`config.mk`:
```
export PLATFORM = sky130hd
export DESIGN_NAME = unison_readout_sequencer
export DESIGN_NICKNAME = d
export VERILOG_FILES = /design/src/rtl/unison_readout_sequencer.sv
export SDC_FILE = /design/constraint.sdc
export NUM_CORES = 1
export LEC_CHECK = 0
export CORE_MARGIN = 5
export CORE_UTILIZATION = 64
export CTS_CLUSTER_DIAMETER = 120
export DETAILED_ROUTE_END_ITERATION = 8
export PLACE_DENSITY_LB_ADDON = 0.08
export SLEW_MARGIN = 15
export SYNTH_ARGS = -nofsm -noshare
export SYNTH_HDL_FRONTEND = slang
export SYNTH_SLANG_ARGS = --single-unit
```
`constraint.sdc`:
```
create_clock -name wb_clk_i -period 5.07 [get_ports wb_clk_i]
set_input_delay 1.014 -clock wb_clk_i [delete_from_list [all_inputs] [get_ports wb_clk_i]]
set_output_delay 1.014 -clock wb_clk_i [all_outputs]
set_load 0.01 [all_outputs]
```
`src/rtl/unison_readout_sequencer.sv`:
```
// Readout sequencer for a bank of digital_unison cores: resets them, runs clk_master in
// NSAMP-period frames, accumulates per-channel 2-bit readouts and streams one frame per channel.
module unison_readout_sequencer #(
    parameter int unsigned NUM_CH  = 6,
    parameter int unsigned DIV     = 4,
    parameter int unsigned NSAMP   = 16,
    parameter int unsigned RST_CYC = 8
) (
    input  logic                  wb_clk_i,
    input  logic                  wb_rst_i,
    input  logic                  start_i,
    input  logic                  stop_i,
    input  logic [NUM_CH-1:0]     ch_en_i,
    input  logic                  ud_en_cfg_i,
    input  logic [2*NUM_CH-1:0]   read_out_I_i,
    input  logic [2*NUM_CH-1:0]   read_out_Q_i,
    output logic                  rstb_o,
    output logic                  ud_en_o,
    output logic [NUM_CH-1:0]     clk_master_o,
    output logic                  frame_valid_o,
    input  logic                  frame_ready_i,
    output logic [2:0]            frame_ch_o,
    output logic [7:0]            frame_I_o,
    output logic [7:0]            frame_Q_o,
    output logic                  busy_o
);

    typedef enum logic [2:0] {
        StIdle,
        StCrst,
        StHigh,
        StLow,
        StEmit
    } state_e;

    state_e              state_q, state_d;
    logic [15:0]         cyc_q, cyc_d;
    logic [15:0]         per_q, per_d;
    logic [2:0]          ch_q, ch_d;
    logic [NUM_CH-1:0]   mask_q, mask_d;
    logic                stop_pend_q, stop_pend_d;
    logic                ud_en_q;
    logic [7:0]          acc_i_q [NUM_CH];
    logic [7:0]          acc_i_d [NUM_CH];
    logic [7:0]          acc_q_q [NUM_CH];
    logic [7:0]          acc_q_d [NUM_CH];

    logic                start_ok;
    logic                crst_last;
    logic                phase_last;
    logic                frame_last;
    logic                xfer;
    logic                has_next;
    logic [2:0]          first_ch;
    logic [2:0]          next_ch;
    logic [8:0]          sum_i;
    logic [8:0]          sum_q;

    assign start_ok   = start_i && (|ch_en_i);
    assign crst_last  = (cyc_q == 16'(RST_CYC - 1));
    assign phase_last = (cyc_q == 16'(DIV - 1));
    assign frame_last = (per_q == 16'(NSAMP - 1));
    assign xfer       = (state_q == StEmit) && frame_ready_i;

    // Lowest enabled channel, and lowest enabled channel above the one on the stream.
    always_comb begin
        first_ch = '0;
        next_ch  = '0;
        has_next = 1'b0;
        for (int k = NUM_CH - 1; k >= 0; k--) begin
            if (mask_q[k]) begin
                first_ch = 3'(k);
            end
            if (mask_q[k] && (k > int'(ch_q))) begin
                next_ch  = 3'(k);
                has_next = 1'b1;
            end
        end
    end

    // State register
    always_ff @(posedge wb_clk_i) begin
        if (wb_rst_i) begin
            state_q <= StIdle;
        end else begin
            state_q <= state_d;
        end
    end

    // Next-state logic
    always_comb begin
        state_d = state_q;
        unique case (state_q)
            StIdle: begin
                if (start_ok) begin
                    state_d = StCrst;
                end
            end
            StCrst: begin
                if (crst_last) begin
                    state_d = StHigh;
                end
            end
            StHigh: begin
                if (phase_last) begin
                    state_d = StLow;
                end
            end
            StLow: begin
                if (phase_last) begin
                    state_d = frame_last ? StEmit : StHigh;
                end
            end
            StEmit: begin
                if (xfer && !has_next) begin
                    state_d = (stop_pend_q || stop_i) ? StIdle : StHigh;
                end
            end
            default: state_d = StIdle;
        endcase
    end

    // Datapath next-state: phase/period counters, mask, stream index, accumulators.
    always_comb begin
        cyc_d       = cyc_q + 16'd1;
        per_d       = per_q;
        ch_d        = ch_q;
        mask_d      = mask_q;
        sum_i       = '0;
        sum_q       = '0;
        for (int k = 0; k < NUM_CH; k++) begin
            acc_i_d[k] = acc_i_q[k];
            acc_q_d[k] = acc_q_q[k];
        end

        if (state_d != state_q || state_q == StIdle || state_q == StEmit) begin
            cyc_d = '0;
        end

        stop_pend_d = stop_pend_q || stop_i;
        if (state_q == StIdle || state_d == StIdle) begin
            stop_pend_d = 1'b0;
        end

        if (state_q == StIdle && start_ok) begin
            mask_d = ch_en_i;
            per_d  = '0;
            ch_d   = '0;
            for (int k = 0; k < NUM_CH; k++) begin
                acc_i_d[k] = '0;
                acc_q_d[k] = '0;
            end
        end

        if (state_q == StHigh && phase_last) begin
            for (int k = 0; k < NUM_CH; k++) begin
                if (mask_q[k]) begin
                    sum_i      = {1'b0, acc_i_q[k]} + {7'd0, read_out_I_i[2*k +: 2]};
                    sum_q      = {1'b0, acc_q_q[k]} + {7'd0, read_out_Q_i[2*k +: 2]};
                    acc_i_d[k] = sum_i[8] ? 8'hFF : sum_i[7:0];
                    acc_q_d[k] = sum_q[8] ? 8'hFF : sum_q[7:0];
                end
            end
        end

        if (state_q == StLow && phase_last) begin
            per_d = per_q + 16'd1;
            if (frame_last) begin
                ch_d = first_ch;
            end
        end

        if (xfer) begin
            if (has_next) begin
                ch_d = next_ch;
            end else begin
                per_d = '0;
                ch_d  = '0;
                for (int k = 0; k < NUM_CH; k++) begin
                    acc_i_d[k] = '0;
                    acc_q_d[k] = '0;
                end
            end
        end
    end

    always_ff @(posedge wb_clk_i) begin
        if (wb_rst_i) begin
            cyc_q       <= '0;
            per_q       <= '0;
            ch_q        <= '0;
            mask_q      <= '0;
            stop_pend_q <= 1'b0;
            ud_en_q     <= 1'b0;
            for (int k = 0; k < NUM_CH; k++) begin
                acc_i_q[k] <= '0;
                acc_q_q[k] <= '0;
            end
        end else begin
            cyc_q       <= cyc_d;
            per_q       <= per_d;
            ch_q        <= ch_d;
            mask_q      <= mask_d;
            stop_pend_q <= stop_pend_d;
            ud_en_q     <= ud_en_cfg_i;
            for (int k = 0; k < NUM_CH; k++) begin
                acc_i_q[k] <= acc_i_d[k];
                acc_q_q[k] <= acc_q_d[k];
            end
        end
    end

    // Output logic: everything decodes from registered state, so a reset edge zeroes it all.
    always_comb begin
        busy_o        = (state_q != StIdle);
        rstb_o        = !(state_q == StIdle || state_q == StCrst);
        ud_en_o       = ud_en_q;
        clk_master_o  = '0;
        frame_valid_o = 1'b0;
        frame_ch_o    = '0;
        frame_I_o     = '0;
        frame_Q_o     = '0;
        if (state_q == StHigh) begin
            clk_master_o = mask_q;
        end
        if (state_q == StEmit) begin
            frame_valid_o = 1'b1;
            frame_ch_o    = ch_q;
            for (int k = 0; k < NUM_CH; k++) begin
                if (ch_q == 3'(k)) begin
                    frame_I_o = acc_i_q[k];
                    frame_Q_o = acc_q_q[k];
                end
            end
        end
    end

endmodule

```
==> results.json, run 1 <==
{
  "core_area_sq_um": 13190,
  "grt_first_pass_wirelength_um": 38780,
  "antenna_found_initial": 0,
  "cap_viol_max_count": 0,
  "reg2reg_slack_ns": 1.87,
  "syn2layout_area_growth_pct": 14.04,
  "via_per_inst": 6.466,
  "io_pins": 65,
  "overflow": 0,
  "drive_gt1_share_pct": 6.618,
  "min_to": "cyc_q[0]$_SDFF_PP0_",
  "numCtsBuffers": 17,
  "start_kind": "flip-flop",
  "grt_max_degree": 45,
  "crit_type": "flip-flop to output pin",
  "die_area_sq_um": 15850,
  "critPathCaptureType": "output pin",
  "cts.reportedPaths.clkPinSlew_ns": 0.06,
  "maxSlewViolCount": 0,
  "busiest_layer": "met2",
  "ys_dominant_reg_cell": "dfxtp_1",
  "powerDensity_nw_per_um2": 249.8,
  "yosys_warnings": 0,
  "dp.cells": 1232,
  "setup_slack_ns": 1.115,
  "fin_crit_sh_pct": 78.01,
  "grt_util_all_layers_pct": 29.75,
  "finish.utilization_pct": 74.35,
  "critical_path.cell_chain": "or3b_1, inv_1, o21ai_0, a21oi_1, clkdlybuf4s50_1",
  "grt_pass1_vias": 7851,
  "pre_cts_ws_ns": 1.276,
  "ys_seq_area_share_pct": 33.06,
  "ctsResizeCount": 0,
  "final_cell_mix": "dfxtp_1 (140), a21oi_1 (96), nand2_1 (85)",
  "startpoint": "state_q[0]$_SDFF_PP0_",
  "final_common_cell": "dfxtp_1",
  "syn_avg_cell_area_sq_um": 8.261,
  "r2r_end": "acc_q_q[0][6]$_SDFF_PP0_",
  "path_max_fanout": 17,
  "irDropWorstVdd_v": 0.0002355,
  "max_freq_ghz": 0.2529,
  "skew_ns": 0.008210,
  "wl_per_cell_um": 18.58,
  "start_util_pct": 65.20,
  "p_leak_nw": 3.263,
  "grt_util_met2_pct": 47.51,
  "hold_violations": 0,
  "root_buffer": "clkbuf_16",
  "via_count": 8173,
  "die_w_um": 125.9,
  "setup_tns_ns": 0,
  "cpPeakStageDelay_ns": 0.78,
  "first_pass_iters": 5,
  "ant_nets": 0,
  "worstMarginPinSlew_ns": 0.9166,
  "clock_latency_ns": 0.43,
  "drt_iter0_drc": 976,
  "yosysUniqueCellTypes": 71,
  "cts_buffer_depth": 2,
  "nNetsFinal": 1149,
  "synth_area_sq_um": 8599,
  "min-delay-start": "cyc_q[0]$_SDFF_PP0_",
  "min_period_ns": 3.955,
  "cp.arrival_ns": 2.94,
  "reg2reg_from": "ch_q[1]$_SDFF_PP0_",
  "syn_nets": 1115,
  "rr_worst_depth": 7,
  "synth_edf_count": 0,
  "rows": 42,
  "ys_async_sr_fraction_pct": 0,
  "dp_hpwl_um": 16340,
  "cts_tree": "done",
  "grt_use_met3_pct": 6.605,
  "rsz0062_at_grt": "no",
  "met1_usage_pct": 39.70,
  "routed_wl_um": 23490,
  "outcome": "finished clean",
  "gp_congestion": 0.8943,
  "syn_inst": 1041,
  "antennaDiodeCount": 0,
  "die_y_um": 125.9,
  "timing.hold.worst_path_depth": 1,
  "ys_ff_latch": 142,
  "cts-hold-fix-buffers": 0,
  "drcViolationCount": 0,
  "cpMaxStageDelayCell": "or3b_1",
  "cp.required_ns": 4.06,
  "cts_num_sinks": 142,
  "finalPower_mw": 2.450,
  "min_path_type": "flip-flop to flip-flop",
  "cts_setup_buffers": 0,
  "port_buffers": 64,
  "slew_headroom_pct": 38.90,
  "fin_cells": 1264,
  "htreeDepth": 4,
  "setup_violations": 0
}
==> per-layer routing <==
layer	wire length, um	part of all wire, %
met5	0	0
met4	530	2.3
met3	1906	8.1
met2	10890	46
met1	10160	43
==> synth_stat cells, types with 12 or more instances <==
| master | n | area share [%] |
|---|---|---|
| a311oi_1 | 37 | 3.8 |
| a211oi_1 | 19 | 1.7 |
| a21oi_1 | 96 | 5.6 |
| nand3_1 | 43 | 2.5 |
| inv_1 | 76 | 3.3 |
| a22oi_1 | 13 | 1.1 |
| mux2i_1 | 16 | 1.9 |
| o21ai_0 | 50 | 2.9 |
| or3_1 | 13 | 0.95 |
| a221oi_1 | 12 | 1.2 |
| and3_1 | 22 | 1.6 |
| fa_1 | 12 | 2.8 |
| clkbuf_1 | 23 | 1.0 |
| nor2_1 | 68 | 3.0 |
| xor2_1 | 12 | 1.2 |
| ha_1 | 26 | 3.8 |
| nand4_1 | 20 | 1.5 |
| and2_1 | 16 | 1.2 |
| nand2_1 | 85 | 3.7 |
| buf_2 | 19 | 1.1 |
| nor3_1 | 40 | 2.3 |
| nor2b_1 | 15 | 1.1 |
| dfxtp_1 | 142 | 33 |
==> how the worst max path moves through the flow <==
stage / endpoint / cells past startpoint
after CTS: frame_I_o[4] / 5
final: frame_I_o[4] / 5
after global routing: frame_I_o[2] / 5
after global placement: acc_i_q[4][1]$_SDFF_PP0_ / 8
after detailed placement: acc_q_q[4][1]$_SDFF_PP0_ / 8
after floorplan: acc_i_q[4][1]$_SDFF_PP0_ / 7
==> logic make-up after synthesis <==
group                    Yosys count  synth area share (%)
AND/OR/NAND/NOR                  390                 24.75
AO/OA/AOI/OAI                    285                 22.04
flip-flops                       142                 33.06
buffers and inverters            134                 6.606
adder cells (fa/ha/maj)           38                 6.576
multiplexers                      34                 5.136
XOR/XNOR                          18                 1.833
==> state kept, by name, indices dropped and copies added (netlist names) <==
signal / cells
acc_i_q: 48
acc_q_q: 48
ch_q: 3
cyc_q: 16
mask_q: 6
per_q: 16
state_q: 3
stop_pend_q: 1
ud_en_o: 1
==> report_power, final <==
part / switching (mW) / internal, mW / leakage (nW)
Clock: 0.468 / 0.723 / 0.274
Combinational: 0.0757 / 0.0499 / 1.84
Sequential: 0.0110 / 1.12 / 1.15
==> cell type report <==
class	count	area, sq um
multi-input combinational	765	5191
clock inverter	6	57.56
inverter	76	285.3
timing repair buffer	73	708.2
sequential	142	2845
fill	1045	3383
clock buffer	26	499.2
tap	176	220.2
==> stage by stage <==
| step | hold slack [ns] | area (sq um) |
|---|---|---|
| 3_3_place_gp | 0.4614 | 9250 |
| 2_1_floorplan | 0.4323 | 8600 |
| 3_5_place_dp | 0.4675 | 9250 |
| 4_1_cts | 0.4751 | 9807 |
| 6_report | 0.4764 | 9807 |
| 5_1_grt | 0.5131 | 9807 |
==> critical path, delay by kind of cell (launching register included) <==
family          cells  cell delay [ns]
flops               1             0.44
simple gates        1             0.78
buf+inv             2             0.96
compound gates      2             0.32
No activity file was read; power rests on OpenSTA's default activity.
==> inputs of run 2 (changes only) <==
--- a/config.mk
+++ b/config.mk
@@ -6,7 +6,7 @@
 export NUM_CORES = 1
 export LEC_CHECK = 0
 export CORE_MARGIN = 5
-export CORE_UTILIZATION = 64
+export CORE_UTILIZATION = 54
 export CTS_CLUSTER_DIAMETER = 120
 export DETAILED_ROUTE_END_ITERATION = 8
 export PLACE_DENSITY_LB_ADDON = 0.08
==> constraint.sdc (replaced) <==
create_clock -name wb_clk_i -period 3.25 [get_ports wb_clk_i]
set_input_delay 0.65 -clock wb_clk_i [delete_from_list [all_inputs] [get_ports wb_clk_i]]
set_output_delay 0.65 -clock wb_clk_i [all_outputs]
set_load 0.01 [all_outputs]
==> run 2 against run 1 <==
Against the previous run:
- cell area grew 3.9%
- total power up 61%
- clock power grew 65%
- non-clock buffer count is 33 higher
- count of clock-buffer cells in the layout is the same
- die area up 17%
==> results.json, run 2 (synthesis results as in run 1) <==
{
  "numCtsBuffers": 17,
  "htreeDepth": 4,
  "start_util_pct": 54.53,
  "startpoint": "state_q[0]$_SDFF_PP0_",
  "setup_slack_ns": 0.03291,
  "antennaDiodeCount": 0,
  "first_pass_iters": 5,
  "start_kind": "flip-flop",
  "max_freq_ghz": 0.3108,
  "pre_cts_ws_ns": 0.2262,
  "cpPeakStageDelay_ns": 0.67,
  "io_pins": 65,
  "cp.arrival_ns": 2.57,
  "min_to": "cyc_q[0]$_SDFF_PP0_",
  "ant_nets": 0,
  "maxSlewViolCount": 0,
  "crit_type": "flip-flop to output pin",
  "grt_first_pass_wirelength_um": 38430,
  "cts_num_sinks": 142,
  "path_max_fanout": 12,
  "drive_gt1_share_pct": 9.545,
  "powerDensity_nw_per_um2": 386.7,
  "finish.utilization_pct": 64.62,
  "min_period_ns": 3.217,
  "via_per_inst": 6.100,
  "cts-hold-fix-buffers": 0,
  "rows": 46,
  "cts_setup_buffers": 0,
  "setup_violations": 0,
  "largestRegisters": "acc_i_q: 48 flops, acc_q_q: 48 flops",
  "rsz0062_at_grt": "no",
  "grt_pass1_vias": 7398,
  "syn2layout_area_growth_pct": 18.51,
  "cts_buffer_depth": 2,
  "cp.required_ns": 2.60,
  "grt_util_all_layers_pct": 26.12,
  "cts.reportedPaths.clkPinSlew_ns": 0.05,
  "overflow": 0,
  "worstMarginPinSlew_ns": 0.8939,
  "cap_viol_max_count": 0,
  "fin_crit_sh_pct": 98.99,
  "r2r_end": "acc_q_q[5][0]$_SDFF_PP0_",
  "timing.hold.worst_path_depth": 1,
  "grt_max_degree": 65,
  "setup_tns_ns": 0,
  "dp_hpwl_um": 16890,
  "gp_congestion": 0.9024,
  "final_common_cell": "dfxtp_1",
  "die_w_um": 136.2,
  "root_buffer": "clkbuf_16",
  "skew_ns": 0.006429,
  "cts_tree": "done",
  "ctsResizeCount": 1,
  "drcViolationCount": 0,
  "p_leak_nw": 3.465,
  "port_buffers": 64,
  "slew_headroom_pct": 40.00,
  "cpMaxStageDelayCell": "or3b_1",
  "fin_cells": 1337,
  "critPathCaptureType": "output pin",
  "final_cell_mix": "dfxtp_1 (139), a21oi_1 (96), nand2_1 (85)",
  "critical_path.cell_chain": "or3b_1, a211oi_1, clkdlybuf4s50_1",
  "via_count": 8156,
  "die_y_um": 136.2,
  "reg2reg_from": "cyc_q[0]$_SDFF_PP0_",
  "wl_per_cell_um": 17.74,
  "reg2reg_slack_ns": 0.42,
  "min_path_type": "flip-flop to flip-flop",
  "routed_wl_um": 23720,
  "core_area_sq_um": 15770,
  "drt_iter0_drc": 778,
  "die_area_sq_um": 18550,
  "dp.cells": 1305,
  "min-delay-start": "cyc_q[0]$_SDFF_PP0_",
  "irDropWorstVdd_v": 0.0003532,
  "antenna_found_initial": 0,
  "hold_violations": 0,
  "nNetsFinal": 1182,
  "finalPower_mw": 3.941,
  "rr_worst_depth": 6,
  "clock_latency_ns": 0.42,
  "outcome": "finished clean"
}
-- run 2: worst max-delay path by stage --
stage | endpoint | slack (ns) | cells after the start
after global placement | acc_q_q[5][0]$_SDFF_PP0_ | 0.27 | 9
after global routing | frame_I_o[7] | 0.02 | 3
after detailed placement | acc_q_q[5][0]$_SDFF_PP0_ | 0.23 | 9
final | frame_I_o[7] | 0.03 | 3
after floorplan | acc_i_q[4][1]$_SDFF_PP0_ | 0.70 | 7
after CTS | frame_I_o[0] | 0.03 | 5
-- run 2: critical path, delay by kind of cell, from the launching register on --
| kind | cells | cell delay, ns |
|---|---|---|
| and+or+nand+nor | 1 | 0.67 |
| AOI/OAI and AO/OA | 1 | 0.53 |
| buffers and inverters | 1 | 0.64 |
| DFF | 1 | 0.31 |
-- run 2: area by class of cell --
cell class              instances  area (sq um)
repair buffers                106          1006
clock inverters                 6         80.08
clock buffers                  26         509.2
fillers                      1399          5579
well taps                     216         270.3
multi-input cells             765          5191
inverters                      76         285.3
flip-flops and latches        142          2849
-- run 2: power by group --
part           total, mW  internal, mW  switching (mW)  leakage (nW)
registers           1.76          1.75          0.0126          1.15
logic              0.221        0.0942           0.126          2.02
clock network       1.96          1.23           0.732         0.294
total               3.94          3.07           0.871          3.46
-- run 2: per-layer routing --
layer	up-vias	GRT usage (%)	part of all wire [%]	wire (um)
met5	-	0	0	0
met4	0	8.343	2.0	473
met3	35	5.144	7.1	1673
met2	246	39.65	45	10630
met1	3885	37.36	46	10940
li1	3990	-	-	-
-- run 2: metrics by stage --
stage                     area, sq um  hold slack [ns]
after floorplan                  8600           0.4323
after global placement           9598           0.4523
after detailed placement         9598           0.4702
after CTS                       10190           0.4783
after global routing            10190           0.4985
final                           10190           0.4691
